$ cat src/rtl/qdr_multiport_arb_if.sv
// Client and controller bundle for qdr_multiport_arb.
// slave = arbiter side, master = client/controller side.
interface qdr_multiport_arb_if #(
  parameter int NUM_PORTS      = 4,
  parameter int QDR_ADDR_WIDTH = 32,
  parameter int QDR_DATA_WIDTH = 18,
  parameter int QDR_BW_WIDTH   = 2
);
  logic [NUM_PORTS*QDR_ADDR_WIDTH-1:0]   port_addr;
  logic [NUM_PORTS-1:0]                  port_wr_strb;
  logic [NUM_PORTS*2*QDR_DATA_WIDTH-1:0] port_wr_data;
  logic [NUM_PORTS*2*QDR_BW_WIDTH-1:0]   port_wr_be;
  logic [NUM_PORTS-1:0]                  port_rd_strb;
  logic [NUM_PORTS-1:0]                  port_ack;
  logic [2*QDR_DATA_WIDTH-1:0]           port_rd_data;
  logic [NUM_PORTS-1:0]                  port_rd_dvld;
  logic [QDR_ADDR_WIDTH-1:0]             master_addr;
  logic                                  master_wr_strb;
  logic [2*QDR_DATA_WIDTH-1:0]           master_wr_data;
  logic [2*QDR_BW_WIDTH-1:0]             master_wr_be;
  logic                                  master_rd_strb;
  logic [2*QDR_DATA_WIDTH-1:0]           master_rd_data;
  logic                                  master_rd_dvld;
  logic                                  tag_err;

  modport slave (
    input  port_addr, port_wr_strb, port_wr_data,
    input  port_wr_be, port_rd_strb,
    input  master_rd_data, master_rd_dvld,
    output port_ack, port_rd_data, port_rd_dvld,
    output master_addr, master_wr_strb, master_wr_data,
    output master_wr_be, master_rd_strb, tag_err
  );

  modport master (
    output port_addr, port_wr_strb, port_wr_data,
    output port_wr_be, port_rd_strb,
    output master_rd_data, master_rd_dvld,
    input  port_ack, port_rd_data, port_rd_dvld,
    input  master_addr, master_wr_strb, master_wr_data,
    input  master_wr_be, master_rd_strb, tag_err
  );
endinterface

$ cat src/rtl/qdr_multiport_arb.sv
// Round-robin QDR port arbiter with burst hold and read-tag FIFO.
// Define QDR_ARB_STATS_EN to add per-port grant counters.
module qdr_multiport_arb #(
  parameter int NUM_PORTS      = 4,
  parameter int QDR_ADDR_WIDTH = 32,
  parameter int QDR_DATA_WIDTH = 18,
  parameter int QDR_BW_WIDTH   = 2,
  parameter int TAG_DEPTH      = 16,
  parameter int BURST_MAX      = 1
) (
  input  logic qdr_clk,
  input  logic qdr_rst,
`ifdef QDR_ARB_STATS_EN
  input  logic [2:0]  stat_sel,
  output logic [31:0] stat_count,
`endif
  qdr_multiport_arb_if.slave bus
);
  localparam int AW  = QDR_ADDR_WIDTH;
  localparam int DW  = 2*QDR_DATA_WIDTH;
  localparam int BW  = 2*QDR_BW_WIDTH;
  localparam int TW  = $clog2(NUM_PORTS);
  localparam int PW  = $clog2(TAG_DEPTH);
  localparam int CW  = PW + 1;
  localparam int BCW = $clog2(BURST_MAX + 1);

  typedef logic [TW-1:0] idx_t;

  idx_t                 last;
  idx_t                 gnt_idx;
  logic                 gnt_vld;
  logic [BCW-1:0]       burst_cnt;
  logic [NUM_PORTS-1:0] elig;
  logic                 tag_room;
  logic                 hold;
  idx_t                 tags [TAG_DEPTH];
  logic [PW-1:0]        wr_ptr;
  logic [PW-1:0]        rd_ptr;
  logic [CW-1:0]        count;
  logic                 push;
  logic                 pop;

  assign tag_room = count < CW'(TAG_DEPTH);
  assign elig = bus.port_wr_strb
              | (bus.port_rd_strb & {NUM_PORTS{tag_room}});

  // burst_cnt is 0 only straight after reset: no hold then
  assign hold = elig[last] && (burst_cnt != '0)
             && (int'(burst_cnt) < BURST_MAX);

  always_comb begin
    gnt_vld = 1'b0;
    gnt_idx = last;
    if (hold) begin
      gnt_vld = 1'b1;
    end else begin
      for (int k = 1; k <= NUM_PORTS; k++) begin
        if (!gnt_vld && elig[(int'(last) + k) % NUM_PORTS]) begin
          gnt_vld = 1'b1;
          gnt_idx = idx_t'((int'(last) + k) % NUM_PORTS);
        end
      end
    end
    if (qdr_rst) gnt_vld = 1'b0;
  end

  assign push = gnt_vld & bus.port_rd_strb[gnt_idx];
  assign pop  = bus.master_rd_dvld & (count != '0) & ~qdr_rst;

  always_comb begin
    bus.port_ack     = '0;
    bus.port_rd_dvld = '0;
    if (gnt_vld) bus.port_ack[gnt_idx] = 1'b1;
    if (pop) bus.port_rd_dvld[tags[rd_ptr]] = 1'b1;
  end

  assign bus.master_addr    = bus.port_addr[int'(gnt_idx)*AW +: AW];
  assign bus.master_wr_data = bus.port_wr_data[int'(gnt_idx)*DW +: DW];
  assign bus.master_wr_be   = bus.port_wr_be[int'(gnt_idx)*BW +: BW];
  assign bus.master_wr_strb = gnt_vld & bus.port_wr_strb[gnt_idx];
  assign bus.master_rd_strb = push;
  assign bus.port_rd_data   = bus.master_rd_data;

  always_ff @(posedge qdr_clk or posedge qdr_rst) begin
    if (qdr_rst) begin
      last        <= idx_t'(NUM_PORTS - 1);
      burst_cnt   <= '0;
      wr_ptr      <= '0;
      rd_ptr      <= '0;
      count       <= '0;
      bus.tag_err <= 1'b0;
    end else begin
      if (gnt_vld) begin
        if (gnt_idx == last) begin
          if (int'(burst_cnt) < BURST_MAX) burst_cnt <= burst_cnt + 1'b1;
        end else begin
          last      <= gnt_idx;
          burst_cnt <= BCW'(1);
        end
      end
      if (push) wr_ptr <= wr_ptr + 1'b1;
      if (pop) rd_ptr <= rd_ptr + 1'b1;
      count <= count + CW'(push) - CW'(pop);
      if (bus.master_rd_dvld && count == '0) bus.tag_err <= 1'b1;
    end
  end

  always_ff @(posedge qdr_clk) begin
    if (push) tags[wr_ptr] <= gnt_idx;
  end

`ifdef QDR_ARB_STATS_EN
  logic [31:0] grant_cnt [NUM_PORTS];
  logic [31:0] sel_val;

  always_comb begin
    sel_val = '0;
    for (int i = 0; i < NUM_PORTS; i++) begin
      if (stat_sel == 3'(i)) sel_val = grant_cnt[i];
    end
  end

  always_ff @(posedge qdr_clk or posedge qdr_rst) begin
    if (qdr_rst) begin
      for (int i = 0; i < NUM_PORTS; i++) grant_cnt[i] <= '0;
      stat_count <= '0;
    end else begin
      for (int i = 0; i < NUM_PORTS; i++) begin
        if (gnt_vld && gnt_idx == idx_t'(i) && grant_cnt[i] != '1)
          grant_cnt[i] <= grant_cnt[i] + 32'd1;
      end
      stat_count <= sel_val;
    end
  end
`endif

endmodule

$ cat src/flat_wrapper.sv
// flat-port wrapper written by rule: the top's interface ports become plain ports
module qdr_multiport_arb_flat 
#(
  parameter int NUM_PORTS      = 4,
  parameter int QDR_ADDR_WIDTH = 32,
  parameter int QDR_DATA_WIDTH = 18,
  parameter int QDR_BW_WIDTH   = 2,
  parameter int TAG_DEPTH      = 16,
  parameter int BURST_MAX      = 1
)
  (qdr_clk, qdr_rst, bus_port_addr, bus_port_wr_strb, bus_port_wr_data, bus_port_wr_be, bus_port_rd_strb, bus_master_rd_data, bus_master_rd_dvld, bus_port_ack, bus_port_rd_data, bus_port_rd_dvld, bus_master_addr, bus_master_wr_strb, bus_master_wr_data, bus_master_wr_be, bus_master_rd_strb, bus_tag_err);
  qdr_multiport_arb_if #(.NUM_PORTS(NUM_PORTS), .QDR_ADDR_WIDTH(QDR_ADDR_WIDTH), .QDR_DATA_WIDTH(QDR_DATA_WIDTH), .QDR_BW_WIDTH(QDR_BW_WIDTH)) bus_i ();
  input  logic qdr_clk;
  input  logic qdr_rst;
  input wire logic [$bits(bus_i.port_addr)-1:0] bus_port_addr;
  input wire logic [$bits(bus_i.port_wr_strb)-1:0] bus_port_wr_strb;
  input wire logic [$bits(bus_i.port_wr_data)-1:0] bus_port_wr_data;
  input wire logic [$bits(bus_i.port_wr_be)-1:0] bus_port_wr_be;
  input wire logic [$bits(bus_i.port_rd_strb)-1:0] bus_port_rd_strb;
  input wire logic [$bits(bus_i.master_rd_data)-1:0] bus_master_rd_data;
  input wire logic [$bits(bus_i.master_rd_dvld)-1:0] bus_master_rd_dvld;
  output wire logic [$bits(bus_i.port_ack)-1:0] bus_port_ack;
  output wire logic [$bits(bus_i.port_rd_data)-1:0] bus_port_rd_data;
  output wire logic [$bits(bus_i.port_rd_dvld)-1:0] bus_port_rd_dvld;
  output wire logic [$bits(bus_i.master_addr)-1:0] bus_master_addr;
  output wire logic [$bits(bus_i.master_wr_strb)-1:0] bus_master_wr_strb;
  output wire logic [$bits(bus_i.master_wr_data)-1:0] bus_master_wr_data;
  output wire logic [$bits(bus_i.master_wr_be)-1:0] bus_master_wr_be;
  output wire logic [$bits(bus_i.master_rd_strb)-1:0] bus_master_rd_strb;
  output wire logic [$bits(bus_i.tag_err)-1:0] bus_tag_err;
  assign bus_i.port_addr = bus_port_addr;
  assign bus_i.port_wr_strb = bus_port_wr_strb;
  assign bus_i.port_wr_data = bus_port_wr_data;
  assign bus_i.port_wr_be = bus_port_wr_be;
  assign bus_i.port_rd_strb = bus_port_rd_strb;
  assign bus_i.master_rd_data = bus_master_rd_data;
  assign bus_i.master_rd_dvld = bus_master_rd_dvld;
  assign bus_port_ack = bus_i.port_ack;
  assign bus_port_rd_data = bus_i.port_rd_data;
  assign bus_port_rd_dvld = bus_i.port_rd_dvld;
  assign bus_master_addr = bus_i.master_addr;
  assign bus_master_wr_strb = bus_i.master_wr_strb;
  assign bus_master_wr_data = bus_i.master_wr_data;
  assign bus_master_wr_be = bus_i.master_wr_be;
  assign bus_master_rd_strb = bus_i.master_rd_strb;
  assign bus_tag_err = bus_i.tag_err;
  qdr_multiport_arb #(.NUM_PORTS(NUM_PORTS), .QDR_ADDR_WIDTH(QDR_ADDR_WIDTH), .QDR_DATA_WIDTH(QDR_DATA_WIDTH), .QDR_BW_WIDTH(QDR_BW_WIDTH), .TAG_DEPTH(TAG_DEPTH), .BURST_MAX(BURST_MAX)) u_core (.qdr_clk(qdr_clk), .qdr_rst(qdr_rst), .bus(bus_i));
endmodule
$ cat config.mk
export PLATFORM = sky130hd
export DESIGN_NAME = qdr_multiport_arb_flat
export DESIGN_NICKNAME = d
export VERILOG_FILES = /design/src/rtl/qdr_multiport_arb_if.sv /design/src/rtl/qdr_multiport_arb.sv /design/src/flat_wrapper.sv
export SDC_FILE = /design/constraint.sdc
export NUM_CORES = 1
export LEC_CHECK = 0
export BUFFER_PORTS_ARGS = -buffer_cell sky130_fd_sc_hd__buf_2
export CAP_MARGIN = 25
export CORE_AREA = 2 2 177 179
export DETAILED_ROUTE_END_ITERATION = 16
export DIE_AREA = 0 0 179 181
export HOLD_SLACK_MARGIN = 0.02
export SYNTH_ARGS = -nofsm -noshare
export SYNTH_HDL_FRONTEND = slang
export SYNTH_SLANG_ARGS = --single-unit
$ cat constraint.sdc
create_clock -name qdr_clk -period 7.42 [get_ports qdr_clk]
set_clock_uncertainty 0.2 [all_clocks]
set_input_delay 0.371 -clock qdr_clk [delete_from_list [all_inputs] [get_ports qdr_clk]]
set_output_delay 0.371 -clock qdr_clk [all_outputs]
set_load 0.01 [all_outputs]
---- Word level (Yosys, flattened, before mapping) ----
Memory sizes are Yosys's and may differ from the RTL's.
Cells that the tools add are included.
Widths: inputs -> output; s select.
storage, ports and cells
  register bits ........................... 17
  bits in latches ......................... 0
  bits in writable memories ............... 32
  bits in read-only memories .............. 0
  bits of input ports ..................... 335
  logic and storage cells ................. 106
  memories ................................ 1
operators by class
  add/subtract/negate cells ............... 9
  multiply operators ...................... 1
  divide/modulo/power cells ............... 0
  $lt $le $gt $ge ......................... 11
  equality and inequality tests ........... 2
  shifts and indexed selects .............. 3
  multiplexer cells ....................... 42
  bitwise gates (word level) .............. 12
  reductions and logical operators ........ 19
memory list
  name         depth  width  read ports  clocked after Yosys merged registers in  write ports  line                     text
  u_core.tags  16     2      1           0                                        1            qdr_multiport_arb.sv:36  idx_t tags [TAG_DEPTH];
operators with widths
  cell                 count
  $shiftx 144x32->36   1
  $shiftx 128x8->32    1
  $mux 1               26
  $lt 3x4->1 const B   4
  $shiftx 16x5->4      1
  $bmux 1 s2           7
  $mux 2               5
  $lt 2x3->1 const B   3
  $add 4x1->4 const B  2
  $logic_and 1x1->1    8
  $mux 4               2
  $reduce_or 2->1      4
  $mul 2x4->6 const B  1
  $add 5x1->5          1
  $logic_not 5->1      1
  $lt 5x5->1 const B   1
  $reduce_bool 5->1    1
  $sub 5x1->5          1
  $add 2x1->2 const B  2
  $add 2x2->2 const B  2
  $and 1x1->1          4
  $and 1x1->1 const A  4
  $and 4x4->4          1
  $demux 1 s2          2
  other kinds (9)      14

---- Depth between registers and ports, before layout ----
  depth in word-level cells ............... 25
  gate-level depth with buffers ........... 17

---- Worst setup path before layout ----
Ideal clock, no wire load.
  path type ............................... register -> register
  start point ............................. reg u_core.last[0]
  end point ............................... reg u_core.count[4]
  data arrival time ....................... 3.686 ns
  data required time ...................... 7.097 ns
  setup slack ............................. 3.411 ns
  stages on the path, launching flop included .. 16
  period minus slack after synthesis ...... 4.009 ns
  cells stage by stage .................... dfstp_2 -> mux2_2 -> a2111oi_2 -> nor3_1 -> or4b_1 -> a21oi_1 -> mux2i_4 -> buf_2 -> ha_1 -> inv_1 -> ha_1 -> fa_1 -> a21oi_1 -> nor2_1 -> nor2_1 -> xnor2_1
on the way
  longest elaborated chain between the ends .. 23
  elaborated cells on any way between the ends .. 45
RTL lines
  item                                       line                                              text
  from (decl)                                qdr_multiport_arb.sv:29                           idx_t last;
  from (signal assigned)                     qdr_multiport_arb.sv:86                           last <= idx_t'(NUM_PORTS - 1);
  from (signal assigned)                     qdr_multiport_arb.sv:97                           last <= gnt_idx;
  $add 2x1->2                                qdr_multiport_arb.sv:58, qdr_multiport_arb.sv:60
  $bmux 1 s2                                 qdr_multiport_arb.sv:58                           if (!gnt_vld && elig[(int'(last) + k) % NUM_PORTS]) begin
  $mux 1 (not written as such) (2 in a row)  qdr_multiport_arb.sv:58
  $mux 1                                     qdr_multiport_arb.sv:58
  $mux 1                                     qdr_multiport_arb.sv:54                           if (hold) begin
  $logic_not 1->1                            qdr_multiport_arb.sv:58
  $logic_and 1x1->1                          qdr_multiport_arb.sv:58
  $mux 1                                     qdr_multiport_arb.sv:58
  (+6 left out)                              n/a
  $logic_and 1x1->1                          qdr_multiport_arb.sv:58
  $mux 2                                     qdr_multiport_arb.sv:58
  $mux 2                                     qdr_multiport_arb.sv:54
  $bmux 1 s2                                 qdr_multiport_arb.sv:67                           assign push = gnt_vld & bus.port_rd_strb[gnt_idx];
  $mux 1 (not written as such)               qdr_multiport_arb.sv:67
  $and 1x1->1 (*)                            qdr_multiport_arb.sv:67
  $add 5x1->5 (*)                            qdr_multiport_arb.sv:103                          count <= count + CW'(push) - CW'(pop);
  $sub 5x1->5 (*)                            qdr_multiport_arb.sv:103
  to (signal assigned)                       qdr_multiport_arb.sv:103
  to (decl)                                  qdr_multiport_arb.sv:39                           logic [CW-1:0] count;
Mark *: on every way between the ends. The rest lies on a longest branch, timed or not. The select of a mux whose other input is x is not followed.
A chain may end at the register's enable or synchronous reset.

---- Final worst setup path ----
  start point ............................. reg u_core.last[0]
  end point ............................... out bus_master_wr_data[1]
on the way
  longest elaborated chain between the ends .. 20
  elaborated cells on any way between the ends .. 39
RTL lines
  item                                       line                                              text
  $add 2x1->2                                qdr_multiport_arb.sv:58, qdr_multiport_arb.sv:60
  $bmux 1 s2                                 qdr_multiport_arb.sv:58
  $mux 1 (not written as such) (2 in a row)  qdr_multiport_arb.sv:58
  $mux 1                                     qdr_multiport_arb.sv:58
  $mux 1                                     qdr_multiport_arb.sv:54
  $logic_not 1->1                            qdr_multiport_arb.sv:58
  $logic_and 1x1->1                          qdr_multiport_arb.sv:58
  $mux 1                                     qdr_multiport_arb.sv:58
  (+3 left out)                              n/a
  $mux 1                                     qdr_multiport_arb.sv:58
  $mux 1                                     qdr_multiport_arb.sv:54
  $logic_not 1->1                            qdr_multiport_arb.sv:58
  $logic_and 1x1->1                          qdr_multiport_arb.sv:58
  $mux 2                                     qdr_multiport_arb.sv:58
  $mux 2 (*)                                 qdr_multiport_arb.sv:54
  $mul 2x4->6 (*)                            qdr_multiport_arb.sv:78                           assign bus.master_wr_data = bus.port_wr_data[int'(gnt_idx)*DW +: DW];
  $shiftx 144x32->36 (*)                     qdr_multiport_arb.sv:78
  to (decl)                                  flat_wrapper.sv:27                                output wire logic [$bits(bus_i.master_wr_data)-1:0] bus_master_wr_data;
Marks and branches as above.

==> out/qor.yml <==
synth:
  syn_nets: 843
  synthArstFlopShare: 0.3333
  yosysWarnings: 0
  synth_edf_count: 32
  syn_inst: 496
  synth.distinct_cells: 48
  netlist_area_mm2: 0.005260
  netlist_top_cells_count: "mux2i_1 (222), buf_4 (45), edfxtp_1 (32)"
  avgSynthCellArea_um2: 10.60
  synth.top_cell.area_share: 0.4225
  ys_ff_latch: 48
  netlist.top_cell.by_area: "mux2i_1"
  synthTopCellsByArea: "mux2i_1 (42%), edfxtp_1 (18%), dfrtp_1 (6.7%)"
  ys_seq_area_frac: 0.2593
  yosysMostFrequentCell: "mux2i_1"
  yosys_most_used_dff: "edfxtp_1"
cts:
  htree_levels: 2
  clkSlewWorstSetupHoldPaths_ns: 0.06
  cts_tree: "built"
  post_cts_resized: 0
  clk_latency_ns: 0.29
  cts_buffers: 5
  cts_num_sinks: 48
  cts.path.max_buffers: 2
  post_cts_buffers: 0
  cts_root_buffer: "clkbuf_16"
  hold_buffers: 0
floorplan:
  die_h_um: 181
  io_pins: 454
  die_area_mm2: 0.03240
  die_w_um: 179
  core_mm2: 0.03035
  row_count: 64
  start_util: 0.1733
worst_setup_path:
  crit_type: "reg2out"
  worstPathArrival_ns: 4.49
  required_ns: 6.85
  worst-path-max-fanout: 83
  r2r_cells: 16
  cp-end-kind: "primary output"
  cp-start-kind: "flop"
placed_design:
  placed_cell_area_mm2: 0.007271
  dp_worst_setup_slack_ns: 2.453
  gp_congestion: 0.8400
  io_buffers: 381
  dp_hpwl_um: 17480
  placed_cells: 1209
pwr:
  finalPower_mw: 3.625
  power.density_mw_per_mm2: 487.1
  seqPwrFrac: 0.142
  p_sw_mw: 1.771
  power.internal_mw: 1.853
  swShare: 0.4887
  p_leak_nw: 3.893
  ir_drop_mv: 0.3308
  power_frac_comb: 0.788
  p_clk_frac: 0.070
route:
  avgRoutedWirePerCell_um: 16.77
  viasPerCell: 4.156
  dr.first_iter.drc_count: 248
  wl_um: 20430
  drt.antenna.violating_nets: 0
  vias: 5062
  drc_errors: 0
  firstDrtPassIters: 4
timing:
  finalHoldViolations: 0
  slew_headroom: 0.3016
  worst_slack_ns: 2.357
  fin_hold_ws_ns: 0.01332
  max_freq_ghz: 0.1975
  finalSetupTns_ns: 0
  worst_pin_slew_ns: 1.048
  period_needed_ns: 5.063
  finalCritPeriodShare: 0.6824
  drv_slew: 0
  setup-violations-final: 0
  rsz0062_at_grt: "false"
hold_path:
  hp-class: "in2async"
finish:
  nets: 1167
  syn2layout_area_growth_pct: 41.46
  final_cells: 1218
  drive_gt1_frac: 0.5104
  design_area_mm2: 0.007441
  final_util: 0.2452
global_routing:
  antenna_found_initial: 5
  grt_max_degree: 84
  grt_first_pass_wirelength_um: 29850
  gr-total-overflow: 0
  grt_usage: 0.1205
  grt_pass1_vias: 5119
flow_run:
  cap_violations: 0
outcome:
  outcome: "finished, final reports clean"
==> power by group through the flow <==
stage          clock (mW)  combinational, mW  sequential, mW
6_report            0.252               2.86           0.515
5_1_grt             0.268               3.11           0.530
4_1_cts             0.258               2.91           0.516
3_5_place_dp            0               2.90           0.522
3_3_place_gp            0               2.87           0.519
2_1_floorplan           0               2.12           0.444
==> state kept, by name (all words and copies together) (netlist names) <==
name                count
u_core.bus.tag_err      1
u_core.count            5
u_core.last             2
u_core.rd_ptr           4
u_core.tags            32
u_core.wr_ptr           4
==> path summary, 6_finish.rpt <==
kind / from / to / slack, ns
min reg2reg: u_core.bus.tag_err / u_core.bus.tag_err / 0.25
max reg2reg: u_core.last[0] / u_core.count[4] / 2.46
max in group asynchronous: qdr_rst / u_core.bus.tag_err / 6.59
min: qdr_rst / u_core.rd_ptr[1] / 0.01
min in group qdr_clk: bus_master_rd_dvld / u_core.bus.tag_err / 0.10
max: u_core.last[0] / bus_master_wr_data[1] / 2.36
==> routing by layer <==
metal | up-vias | track usage | wire length (um)
li1 | 2475 | - | -
met1 | 2354 | 0.1531 | 8490
met2 | 217 | 0.2106 | 10290
met3 | 16 | 0.02694 | 1410
met4 | 0 | 0.01789 | 235
met5 | - | 0 | 0
==> logic make-up after synthesis <==
group | synth area share
AOI/OAI and AO/OA | 0.04995
xor gates and xnor gates | 0.01665
adders and majority gates | 0.02997
buffers and inverters | 0.09776
DFF | 0.2593
muxes | 0.4845
and+or+nand+nor | 0.06184
==> final cells by class <==
cell class,count,area [um^2]
diodes,1,2.502
clock buffers,5,125.1
clock inverters,3,42.54
fillers,3263,22910
inverters,18,67.56
multi-input cells,361,3387
flip-flops and latches,48,1364
well taps,396,495.5
repair buffers,386,1957
==> cells in the final DEF (no fill, tap or decap), types with 4 or more instances in the layout <==
cell type	Yosys	final
nor3_1	16	15
buf_2	15	381
dfrtp_1	14	14
buf_4	45	4
ha_1	11	11
nand2b_1	4	4
clkbuf_16	0	5
inv_1	15	15
a21oi_1	16	16
nor2_1	12	12
nor4_1	4	4
nand2_1	12	12
xnor2_1	7	7
mux4_2	10	10
mux2i_1	222	222
mux2_2	5	5
edfxtp_1	32	32
==> critical path: stages, from the launching register on <==
cell and delay, ns:
dfstp_2 0.79, mux2i_1 0.16, o221a_2 0.30, and3_1 0.23
o21a_1 0.22, nor4_4 0.30, buf_12 0.46, buf_4 0.91
mux2i_1 0.18, mux2i_1 0.37, buf_2 0.21
(Power assumes the default switching activity.)
